==> src/rtl/ddr2_refresh_credit_monitor_pkg.sv <==
// Shared definitions for the DDR2 refresh credit monitor: REF command
// encoding and the signed credit saturation limit.
package ddr2_mon_pkg;

  // {CS#, RAS#, CAS#, WE#} for AUTO REFRESH
  localparam logic [3:0] CMD_REF = 4'b0001;

  function automatic logic is_ref_cmd(input logic cs_n, input logic ras_n,
                                      input logic cas_n, input logic we_n);
    return ({cs_n, ras_n, cas_n, we_n} == CMD_REF);
  endfunction

  // Largest magnitude a signed credit of width w may hold; the negative
  // limit is the mirror image so the range stays symmetric.
  function automatic int cred_sat_max(input int w);
    return (1 << (w - 1)) - 1;
  endfunction

endpackage

==> src/rtl/ddr2_refresh_credit_monitor_rank_tracker.sv <==
// Per-rank refresh bookkeeping: signed credit, REF spacing timer, REF event
// counter and the three sticky error flags for one chip-select.
module ddr2_ref_rank_tracker
  import ddr2_mon_pkg::*;
#(
  parameter int TRFC_CLK     = 26,
  parameter int MAX_POSTPONE = 8,
  parameter int MAX_PULLIN   = 8,
  parameter int CRED_W       = 5,
  parameter int CNT_W        = 16
) (
  input  logic                     clk,
  input  logic                     clear_i,
  input  logic                     tick_i,
  input  logic                     ref_hit_i,
  output logic signed [CRED_W-1:0] credit_o,
  output logic [CNT_W-1:0]         ref_count_o,
  output logic                     err_postpone_o,
  output logic                     err_pullin_o,
  output logic                     err_trfc_o,
  output logic                     err_next_o
);

  localparam int SPC_W = $clog2(TRFC_CLK + 1);

  localparam logic signed [CRED_W-1:0] CRED_MAX = CRED_W'(cred_sat_max(CRED_W));
  localparam logic signed [CRED_W-1:0] CRED_MIN = -CRED_MAX;
  localparam logic signed [CRED_W-1:0] POST_LIM = CRED_W'(MAX_POSTPONE);
  localparam logic signed [CRED_W-1:0] PULL_LIM = CRED_W'(-MAX_PULLIN);
  localparam logic [SPC_W-1:0]         SPC_SAT  = SPC_W'(TRFC_CLK);
  localparam logic [SPC_W-1:0]         SPC_MIN  = SPC_W'(TRFC_CLK - 1);

  logic signed [CRED_W-1:0] credit_q, credit_d;
  logic [SPC_W-1:0]         spc_q, spc_d;
  logic [CNT_W-1:0]         cnt_q, cnt_d;
  logic                     post_q, post_d;
  logic                     pull_q, pull_d;
  logic                     trfc_q, trfc_d;

  // Next-state: saturating credit, spacing timer, counter and sticky flags.
  // The credit limits are compared on the registered credit, so a limit
  // crossing is flagged one cycle after the credit itself moves.
  always_comb begin
    credit_d = credit_q;
    if (tick_i && !ref_hit_i && credit_q != CRED_MAX)
      credit_d = credit_q + CRED_W'(1);
    else if (ref_hit_i && !tick_i && credit_q != CRED_MIN)
      credit_d = credit_q - CRED_W'(1);

    spc_d = spc_q;
    if (ref_hit_i)
      spc_d = '0;
    else if (spc_q != SPC_SAT)
      spc_d = spc_q + SPC_W'(1);

    cnt_d = cnt_q;
    if (ref_hit_i && cnt_q != '1)
      cnt_d = cnt_q + CNT_W'(1);

    post_d = post_q | (credit_q > POST_LIM);
    pull_d = pull_q | (credit_q < PULL_LIM);
    trfc_d = trfc_q | (ref_hit_i && (spc_q < SPC_MIN));
  end

  // State registers; clearing saturates the spacing timer so the first REF
  // after enable is never a spacing error.
  always_ff @(posedge clk) begin
    if (clear_i) begin
      credit_q <= '0;
      spc_q    <= SPC_SAT;
      cnt_q    <= '0;
      post_q   <= 1'b0;
      pull_q   <= 1'b0;
      trfc_q   <= 1'b0;
    end else begin
      credit_q <= credit_d;
      spc_q    <= spc_d;
      cnt_q    <= cnt_d;
      post_q   <= post_d;
      pull_q   <= pull_d;
      trfc_q   <= trfc_d;
    end
  end

  assign credit_o       = credit_q;
  assign ref_count_o    = cnt_q;
  assign err_postpone_o = post_q;
  assign err_pullin_o   = pull_q;
  assign err_trfc_o     = trfc_q;
  assign err_next_o     = !clear_i && (post_d || pull_d || trfc_d);

endmodule

==> src/rtl/ddr2_refresh_credit_monitor.sv <==
// Passive multi-rank DDR2 AUTO REFRESH checker. Decodes REF per chip-select,
// generates the tREFI obligation tick and records which rank erred first.
module ddr2_refresh_credit_monitor
  import ddr2_mon_pkg::*;
#(
  parameter int NUM_RANKS    = 2,
  parameter int TREFI_CLK    = 7800,
  parameter int TRFC_CLK     = 26,
  parameter int MAX_POSTPONE = 8,
  parameter int MAX_PULLIN   = 8,
  parameter int CRED_W       = 5,
  parameter int CNT_W        = 16
) (
  input  logic                          clk,
  input  logic                          reset,
  input  logic                          ready_i,
  input  logic                          cke_pad,
  input  logic [NUM_RANKS-1:0]          csbar_pad,
  input  logic                          rasbar_pad,
  input  logic                          casbar_pad,
  input  logic                          webar_pad,
  output logic [NUM_RANKS*CRED_W-1:0]   credit_o,
  output logic [NUM_RANKS*CNT_W-1:0]    ref_count_o,
  output logic [NUM_RANKS-1:0]          err_postpone_o,
  output logic [NUM_RANKS-1:0]          err_pullin_o,
  output logic [NUM_RANKS-1:0]          err_trfc_o,
  output logic                          err_any_o,
  output logic [2:0]                    first_err_rank_o
);

  localparam int TMR_W = (TREFI_CLK > 2) ? $clog2(TREFI_CLK) : 1;
  localparam logic [TMR_W-1:0] TICK_LAST = TMR_W'(TREFI_CLK - 1);

  logic                 clear;
  logic                 run;
  logic                 tick;
  logic [TMR_W-1:0]     tmr_q, tmr_d;
  logic [NUM_RANKS-1:0] ref_hit;
  logic [NUM_RANKS-1:0] err_next;
  logic                 err_any_q, err_any_d;
  logic [2:0]           first_q, first_d;

  // Dropping ready is treated exactly like reset.
  assign clear = reset || !ready_i;
  assign run   = ready_i && cke_pad;
  assign tick  = run && (tmr_q == TICK_LAST);

  // REF decode per chip-select; several ranks may be hit in one cycle.
  always_comb begin
    ref_hit = '0;
    for (int r = 0; r < NUM_RANKS; r++)
      ref_hit[r] = run && is_ref_cmd(csbar_pad[r], rasbar_pad, casbar_pad, webar_pad);
  end

  // Tick timer next state: frozen while CKE is low, wraps on the tick.
  always_comb begin
    tmr_d = tmr_q;
    if (run)
      tmr_d = tick ? '0 : tmr_q + TMR_W'(1);
  end

  // First-error capture: lowest rank with a flag in the cycle err_any rises.
  always_comb begin
    err_any_d = err_any_q | (|err_next);
    first_d   = first_q;
    if (!err_any_q && (|err_next)) begin
      for (int r = NUM_RANKS - 1; r >= 0; r--)
        if (err_next[r]) first_d = 3'(r);
    end
  end

  // Top-level registers.
  always_ff @(posedge clk) begin
    if (clear) begin
      tmr_q     <= '0;
      err_any_q <= 1'b0;
      first_q   <= '0;
    end else begin
      tmr_q     <= tmr_d;
      err_any_q <= err_any_d;
      first_q   <= first_d;
    end
  end

  for (genvar g = 0; g < NUM_RANKS; g++) begin : g_rank
    ddr2_ref_rank_tracker #(
      .TRFC_CLK     (TRFC_CLK),
      .MAX_POSTPONE (MAX_POSTPONE),
      .MAX_PULLIN   (MAX_PULLIN),
      .CRED_W       (CRED_W),
      .CNT_W        (CNT_W)
    ) u_trk (
      .clk            (clk),
      .clear_i        (clear),
      .tick_i         (tick),
      .ref_hit_i      (ref_hit[g]),
      .credit_o       (credit_o[g*CRED_W +: CRED_W]),
      .ref_count_o    (ref_count_o[g*CNT_W +: CNT_W]),
      .err_postpone_o (err_postpone_o[g]),
      .err_pullin_o   (err_pullin_o[g]),
      .err_trfc_o     (err_trfc_o[g]),
      .err_next_o     (err_next[g])
    );
  end

  assign err_any_o        = err_any_q;
  assign first_err_rank_o = first_q;

endmodule

==> config.mk <==
export PLATFORM = sky130hd
export DESIGN_NAME = ddr2_refresh_credit_monitor
export DESIGN_NICKNAME = d
export VERILOG_FILES = /design/src/rtl/ddr2_refresh_credit_monitor_pkg.sv /design/src/rtl/ddr2_refresh_credit_monitor_rank_tracker.sv /design/src/rtl/ddr2_refresh_credit_monitor.sv
export SDC_FILE = /design/constraint.sdc
export NUM_CORES = 1
export LEC_CHECK = 0
export CAP_MARGIN = 20
export CORE_MARGIN = 1.5
export CORE_UTILIZATION = 35
export DETAILED_ROUTE_END_ITERATION = 6
export PLACE_DENSITY = 0.68
export SYNTH_ARGS = -nofsm -noshare
export SYNTH_HDL_FRONTEND = slang
export SYNTH_HIERARCHICAL = 1
export SYNTH_SLANG_ARGS = --single-unit
export TNS_END_PERCENT = 100
==> constraint.sdc <==
create_clock -name clk -period 3.5 [get_ports clk]
set_input_delay 0.35 -clock clk [delete_from_list [all_inputs] [get_ports clk]]
set_output_delay 0.35 -clock clk [all_outputs]
set_load 0.05 [all_outputs]
==> reports/results.ini, run 1 <==
[outcome]
status = complete, no violations

[synth]
synth_compound_area_frac = 0.162
synth_simple_gate_area_share = 0.256
synth_xor_area_frac = 0.0631
async_flop_share = 0
synth.cell_area_um2 = 3750
synth_area_per_cell_um2 = 8.76
synth.area.mux_share = 0.0274
synth_top_family_by_area = simple AND/OR/NAND/NOR gates
synth_edf_count = 0
synthAdderAreaFrac = 0.0541
synth_seq_cells = 73
synth_ff_type = dfxtp_1
yosys_warnings = 6
netlist-cell-type-count = 50
ys_seq_area_frac = 0.390
netlist_instances = 428

[sta]
worst_pin_slew_ns = 0.986
rsz0062_at_grt = no
fin_skew_ns = 0.00773
setup_violations = 0
fin_setup_tns_ns = 0
relSlewSlack = 0.336
layout_setup_ws_ns = 0.208
holdWs_ns = 0.507
fin_crit_sh = 0.941
min_period_ns = 3.29
max_freq_ghz = 0.304
hold_viol_final = 0
slew_violations = 0

[clock_network]
ctsLongestPathBuffers = 2
cts_num_sinks = 73
clock_latency_ns = 0.34
postCtsSetupBuffers = 0
cts_max_level = 3
numCtsBuffers = 9
root_buffer = clkbuf_8
clkTransAtPathRegs_ns = 0.07
cts_tree = built

[hold_path]
min_path_cells = 2
min_path_type = flip-flop to flip-flop
min_from = err_any_o
hold-path-endpoint = first_err_rank_o[0]

[floorplan]
fp.dieH_um = 106
io_pins = 61
dieArea_um2 = 11300
core_um2 = 10400
num_rows = 37
die_w_um = 106
start_util = 0.361

[setup_path]
startpoint_type = flip-flop
startpoint = tmr_q[7]
r2r_cells = 11
rrSetupSlack_ns = 0.21
crit_fanout = 5
cp-end-kind = flip-flop
r2r_start = tmr_q[7]
cp.required_ns = 3.73
crit-reg2reg-capture = g_rank[0].u_trk/credit_o[4]
worstSetupPathType = flip-flop to flip-flop
crit_arrival_ns = 3.52

[placement]
pre_cts_slack_ns = 0.0717
place_area_um2 = 4520
place.gp.congestion = 0.859
numPortBuffers = 58
placed_cells = 619
hpwlAfterDp_um = 6250

[routing]
vias = 3386
drt-total-wl_um = 8660
vias_per_cell = 5.33
drtIter0Drc = 112
drt-wirelength-per-cell_um = 13.6
ant_nets = 0
drt_first_pass_iters = 4
route.detailed.drc = 0

[cells_and_area]
syn_to_final_growth_pct = 26.7
final_cells = 635
fin_area_um2 = 4750
fin_nets = 518
drive_gt1_frac = 0.104
antenna_cells = 0
finish.utilization = 0.458

[pwr]
p_per_area_nw_per_um2 = 343
power_mw = 1.63
ir_drop_uv = 166
p_leak_nw = 1.54

[global_routing]
grt_pass1_vias = 3177
antenna_found_initial = 0
gr-total-overflow = 0
grt_max_degree = 49
grt.total_usage = 0.158
grt_pass1_wl_um = 14700

[job]
maxCapViolations = 0

==> worst max-delay path by stage <==
stage                                  endpoint  slack (ns)  cells past startpoint
floorplan           g_rank[0].u_trk/credit_o[4]        0.15                     11
global placement    g_rank[1].u_trk/credit_o[4]        0.11                     12
detailed placement  g_rank[1].u_trk/credit_o[4]        0.07                     12
CTS                 g_rank[0].u_trk/credit_o[4]        0.16                     11
global route        g_rank[0].u_trk/credit_o[4]        0.02                     11
finish              g_rank[0].u_trk/credit_o[4]        0.21                     11
==> cell type report <==
class | count | area [um2]
clock inverter | 6 | 90.1
multi-input combinational | 321 | 2140
inverter | 16 | 60.1
tap | 136 | 170
timing repair buffer | 73 | 693
clock buffer | 10 | 138
sequential | 73 | 1460
fill | 1031 | 5620
==> where the power goes <==
group | leakage, nW | switching [mW] | internal, mW
logic | 0.842 | 0.0352 | 0.0212
registers | 0.588 | 0.00281 | 0.832
clock network | 0.113 | 0.313 | 0.423
==> worst max-delay path, cell delays in order (launching register included) <==
cell	delay, ns
dfxtp_1	0.34
or4b_1	0.50
or4_4	0.55
inv_2	0.10
nor2b_1	0.13
o21a_1	0.14
inv_1	0.10
fa_1	0.41
a21o_1	0.19
a21oi_1	0.17
mux2i_1	0.22
mux2_2	0.34
==> registers in the layout, indices dropped and copies added, names as in the netlist <==
signal and flops:
tmr_q 13, g_rank.u_trk/ref_count_o 32, err_any_o 1, g_rank.u_trk/err_trfc_o 2
first_err_rank_o 1, g_rank.u_trk/spc_q 10, g_rank.u_trk/err_postpone_o 2, g_rank.u_trk/credit_o 10
g_rank.u_trk/err_pullin_o 2
==> Yosys cell counts (all sizes together) (4+ instances only) <==
cell type | count | area [um2]
or3 | 14 | 90.1
a21oi | 34 | 170
o31ai | 12 | 90.1
xnor2 | 14 | 123
nor2b | 6 | 37.5
nand2b | 5 | 38.8
inv | 16 | 60.1
nand4b | 6 | 52.6
mux2i | 8 | 80.1
nand2 | 24 | 90.1
nor4 | 7 | 43.8
dfxtp | 73 | 1460
o41ai | 4 | 35.0
xor2 | 13 | 114
a21o | 8 | 60.1
ha | 13 | 163
o21ai | 16 | 80.1
nor2 | 37 | 139
a31oi | 4 | 25.0
and4 | 4 | 40.0
nand4 | 15 | 93.8
nor3 | 13 | 65.1
nand3 | 20 | 110
or4 | 13 | 109
buf | 10 | 80.1
clkbuf | 9 | 35.0
==> placed cells by master (no fill, tap or decap), types with 12 or more instances in the layout <==
cell and n:
xor2_1 13, o21ai_0 16, nor2_1 37, o31ai_1 12, nand2_1 24, ha_1 13, a21oi_1 34, clkdlybuf4s50_1 58
xnor2_1 14, nor3_1 13, buf_4 15, dfxtp_1 73, nand3_1 18, nand4_1 15, or3_1 12, inv_1 15
==> what timing repair did <==
item                                    CTS  global route
resized for setup                         0             1
endpoints found under the setup margin    0             2
hold buffers                              0             0
==> cell families (layout without fill, tap and decap cells) <==
| group | Yosys count | count (layout) |
|---|---|---|
| AO/OA/AOI/OAI | 96 | 96 |
| XOR/XNOR | 27 | 27 |
| adder cells (fa/ha/maj) | 15 | 15 |
| buffers and inverters | 35 | 105 |
| flip-flops | 73 | 73 |
| multiplexers | 10 | 10 |
| other | 1 | 2 |
| AND/OR/NAND/NOR | 171 | 171 |
==> routing by layer <==
layer  track usage  routed length (um)  part of all wire  vias to the layer above
met5             0                   0                 0                        -
met4        0.0390                  48            0.0055                        0
met3        0.0503                 515             0.059                        4
met2         0.258                4030              0.47                       86
met1         0.202                4070              0.47                     1587
li1              -                   -                 -                     1709
Power figures use the tool's default switching activity.
==> run 2, diff against run 1 <==
Settings changed: CORE_MARGIN 1.5 to default, SLEW_MARGIN from default to 5.
==> run 2 against run 1 <==
Utilization shrank 0.28 points. Clock power decreased by 11%. Highest routed layer unchanged. Final area fell by 0.61%. Sequential cell count unchanged. Power down 5.1%. Largest cell class unchanged.
==> reports/results.ini, run 2 (synthesis results as in run 1) <==
[cells_and_area]
final_cells = 635  ; unchanged
antenna_cells = 0  ; unchanged
drive_gt1_frac = 0.104  ; unchanged
layout_common_cells = 73 x dfxtp_1, 58 x clkdlybuf4s50_1, 37 x nor2_1, 34 x a21oi_1, 24 x nand2_1
finish.utilization = 0.455  ; -0.00278
layout_commonest_cell = dfxtp_1
fin_nets = 518  ; unchanged
syn_to_final_growth_pct = 25.9
largest_reg_flops = 32  ; unchanged
fin_area_um2 = 4720  ; -0.61%

[routing]
drt-wirelength-per-cell_um = 13.4  ; -1.6%
vias = 3414  ; +0.83%
route.detailed.drc = 0  ; unchanged
ant_nets = 0  ; unchanged
drt-total-wl_um = 8520  ; -1.6%
drt_first_pass_iters = 4  ; unchanged
vias_per_cell = 5.38  ; +0.83%
drtIter0Drc = 178  ; +59%

[global_routing]
grt_pass1_wl_um = 14400  ; -1.9%
grt.total_usage = 0.158  ; about the same
grt_pass1_vias = 3137  ; -1.3%
grt_max_degree = 49  ; unchanged
gr-total-overflow = 0  ; unchanged
antenna_found_initial = 0  ; unchanged

[setup_path]
crit_arrival_ns = 3.57  ; +0.05 ns
worstSetupPathType = flip-flop to flip-flop
r2r_start = tmr_q[7]
crit_fanout = 5  ; unchanged
startpoint_type = flip-flop
crit_end = g_rank[1].u_trk/credit_o[4]
crit-reg2reg-capture = g_rank[1].u_trk/credit_o[4]
rrSetupSlack_ns = 0.17  ; -0.04 ns
startpoint = tmr_q[7]
cp-end-kind = flip-flop
r2r_cells = 11  ; unchanged
cp.required_ns = 3.74  ; about the same

[placement]
numPortBuffers = 58  ; unchanged
hpwlAfterDp_um = 6120  ; -2.1%
place.gp.congestion = 0.883  ; +2.8%
placed_cells = 619  ; unchanged
pre_cts_slack_ns = -0.0189  ; -0.0906 ns
place_area_um2 = 4520  ; unchanged

[clock_network]
ctsLongestPathBuffers = 2  ; unchanged
cts_num_sinks = 73  ; unchanged
cts_max_level = 3  ; unchanged
cts_tree = built
clock_latency_ns = 0.35  ; about the same
numCtsBuffers = 9  ; unchanged
clkTransAtPathRegs_ns = 0.07  ; about the same
cts.hold.buffers_added = 0  ; unchanged
root_buffer = clkbuf_8

[sta]
holdWs_ns = 0.485  ; -0.0214 ns
hold_viol_final = 0  ; unchanged
layout_setup_ws_ns = 0.170  ; -0.0379 ns
worst_pin_slew_ns = 0.892  ; -0.0932 ns
rsz0062_at_grt = no
relSlewSlack = 0.405  ; +0.0693
slew_violations = 0  ; unchanged
max_freq_ghz = 0.300  ; -1.1%
min_period_ns = 3.33  ; +0.0379 ns
setup_violations = 0  ; unchanged
fin_skew_ns = 0.0109  ; +0.00320 ns
fin_crit_sh = 0.952  ; +0.0108

[pwr]
p_leak_nw = 1.53  ; -1.1%
ir_drop_uv = 173  ; +4.0%
p_per_area_nw_per_um2 = 327  ; -4.6%

[floorplan]
num_rows = 37  ; unchanged
io_pins = 61  ; unchanged
dieArea_um2 = 11100  ; -1.9%
fp.dieH_um = 105  ; -0.94%
die_w_um = 105  ; -0.94%
start_util = 0.361  ; unchanged
core_um2 = 10400  ; unchanged

[hold_path]
min_path_type = flip-flop to flip-flop

[outcome]
status = complete, no violations

[job]
maxCapViolations = 0  ; unchanged

-- run 2: cell types whose count changed in the layout (fill, tap and decap cells not counted), sizes merged --
cell	before	now
inv	17	16
bufinv	2	1
clkinvlp	1	2
clkbuf	10	11
-- run 2: what timing repair did --
item | in CTS | in global routing
setup buffers | 0 | 0
resized for setup | 0 | 2
endpoints found under the setup margin | 0 | 2
-- run 2: critical path: stages (launching register included) --
cell     delay [ns]
dfxtp_1        0.34
or4b_1         0.51
or4_4          0.55
inv_2          0.10
nor2b_1        0.15
o21a_1         0.16
inv_1          0.10
fa_1           0.40
a21o_1         0.19
a21oi_1        0.17
mux2i_1        0.21
mux2_2         0.34
-- run 2: final cells by class --
cell class / count / area [um2]
Fill cell: 1023 / 5650
Sequential cell: 73 / 1460
Timing Repair Buffer: 73 / 693
Inverter: 16 / 60.1
Clock buffer: 11 / 141
Clock inverter: 5 / 55.1
Tap cell: 136 / 170
Multi-Input combinational cell: 321 / 2140
-- run 2: per-layer routing --
layer,vias to the layer above,global-route usage,routed length (um),part of all wire
met4,0,0.0556,127,0.015
li1,1714,-,-,-
met2,75,0.265,3930,0.46
met5,-,0,0,0
met3,11,0.0445,400,0.047
met1,1614,0.193,4060,0.48
-- run 2: through the flow --
step / setup TNS, ns / power [mW]
final: 0 / 1.54
after global routing: 0 / 1.61
after CTS: 0 / 1.57
after detailed placement: -0.0189 / 0.911
after global placement: 0 / 0.909
after floorplan: 0 / 0.893
-- run 2: how the worst min path moves through the flow --
stage	from	endpoint	slack, ns	cells after the start
after floorplan	tmr_q[12]	tmr_q[12]	0.48	2
after global placement	g_rank[0].u_trk/err_trfc_o	g_rank[0].u_trk/err_trfc_o	0.47	2
after detailed placement	g_rank[1].u_trk/err_trfc_o	g_rank[1].u_trk/err_trfc_o	0.47	2
after CTS	g_rank[1].u_trk/err_trfc_o	g_rank[1].u_trk/err_trfc_o	0.49	2
after global routing	g_rank[0].u_trk/err_postpone_o	g_rank[0].u_trk/err_postpone_o	0.52	2
final	g_rank[1].u_trk/err_trfc_o	g_rank[1].u_trk/err_trfc_o	0.49	2
-- run 2: power by group --
part	internal [mW]	switching [mW]
Sequential	0.832	0.00290
Combinational	0.0213	0.0347
Clock	0.346	0.306
Total	1.20	0.344
==> run 3, diff against run 2 <==
Settings changed: CTS_CLUSTER_SIZE from default to 14.
==> results of run 3 <==
Same layout as run 2: the final DEF is identical, and so are final timing and power.
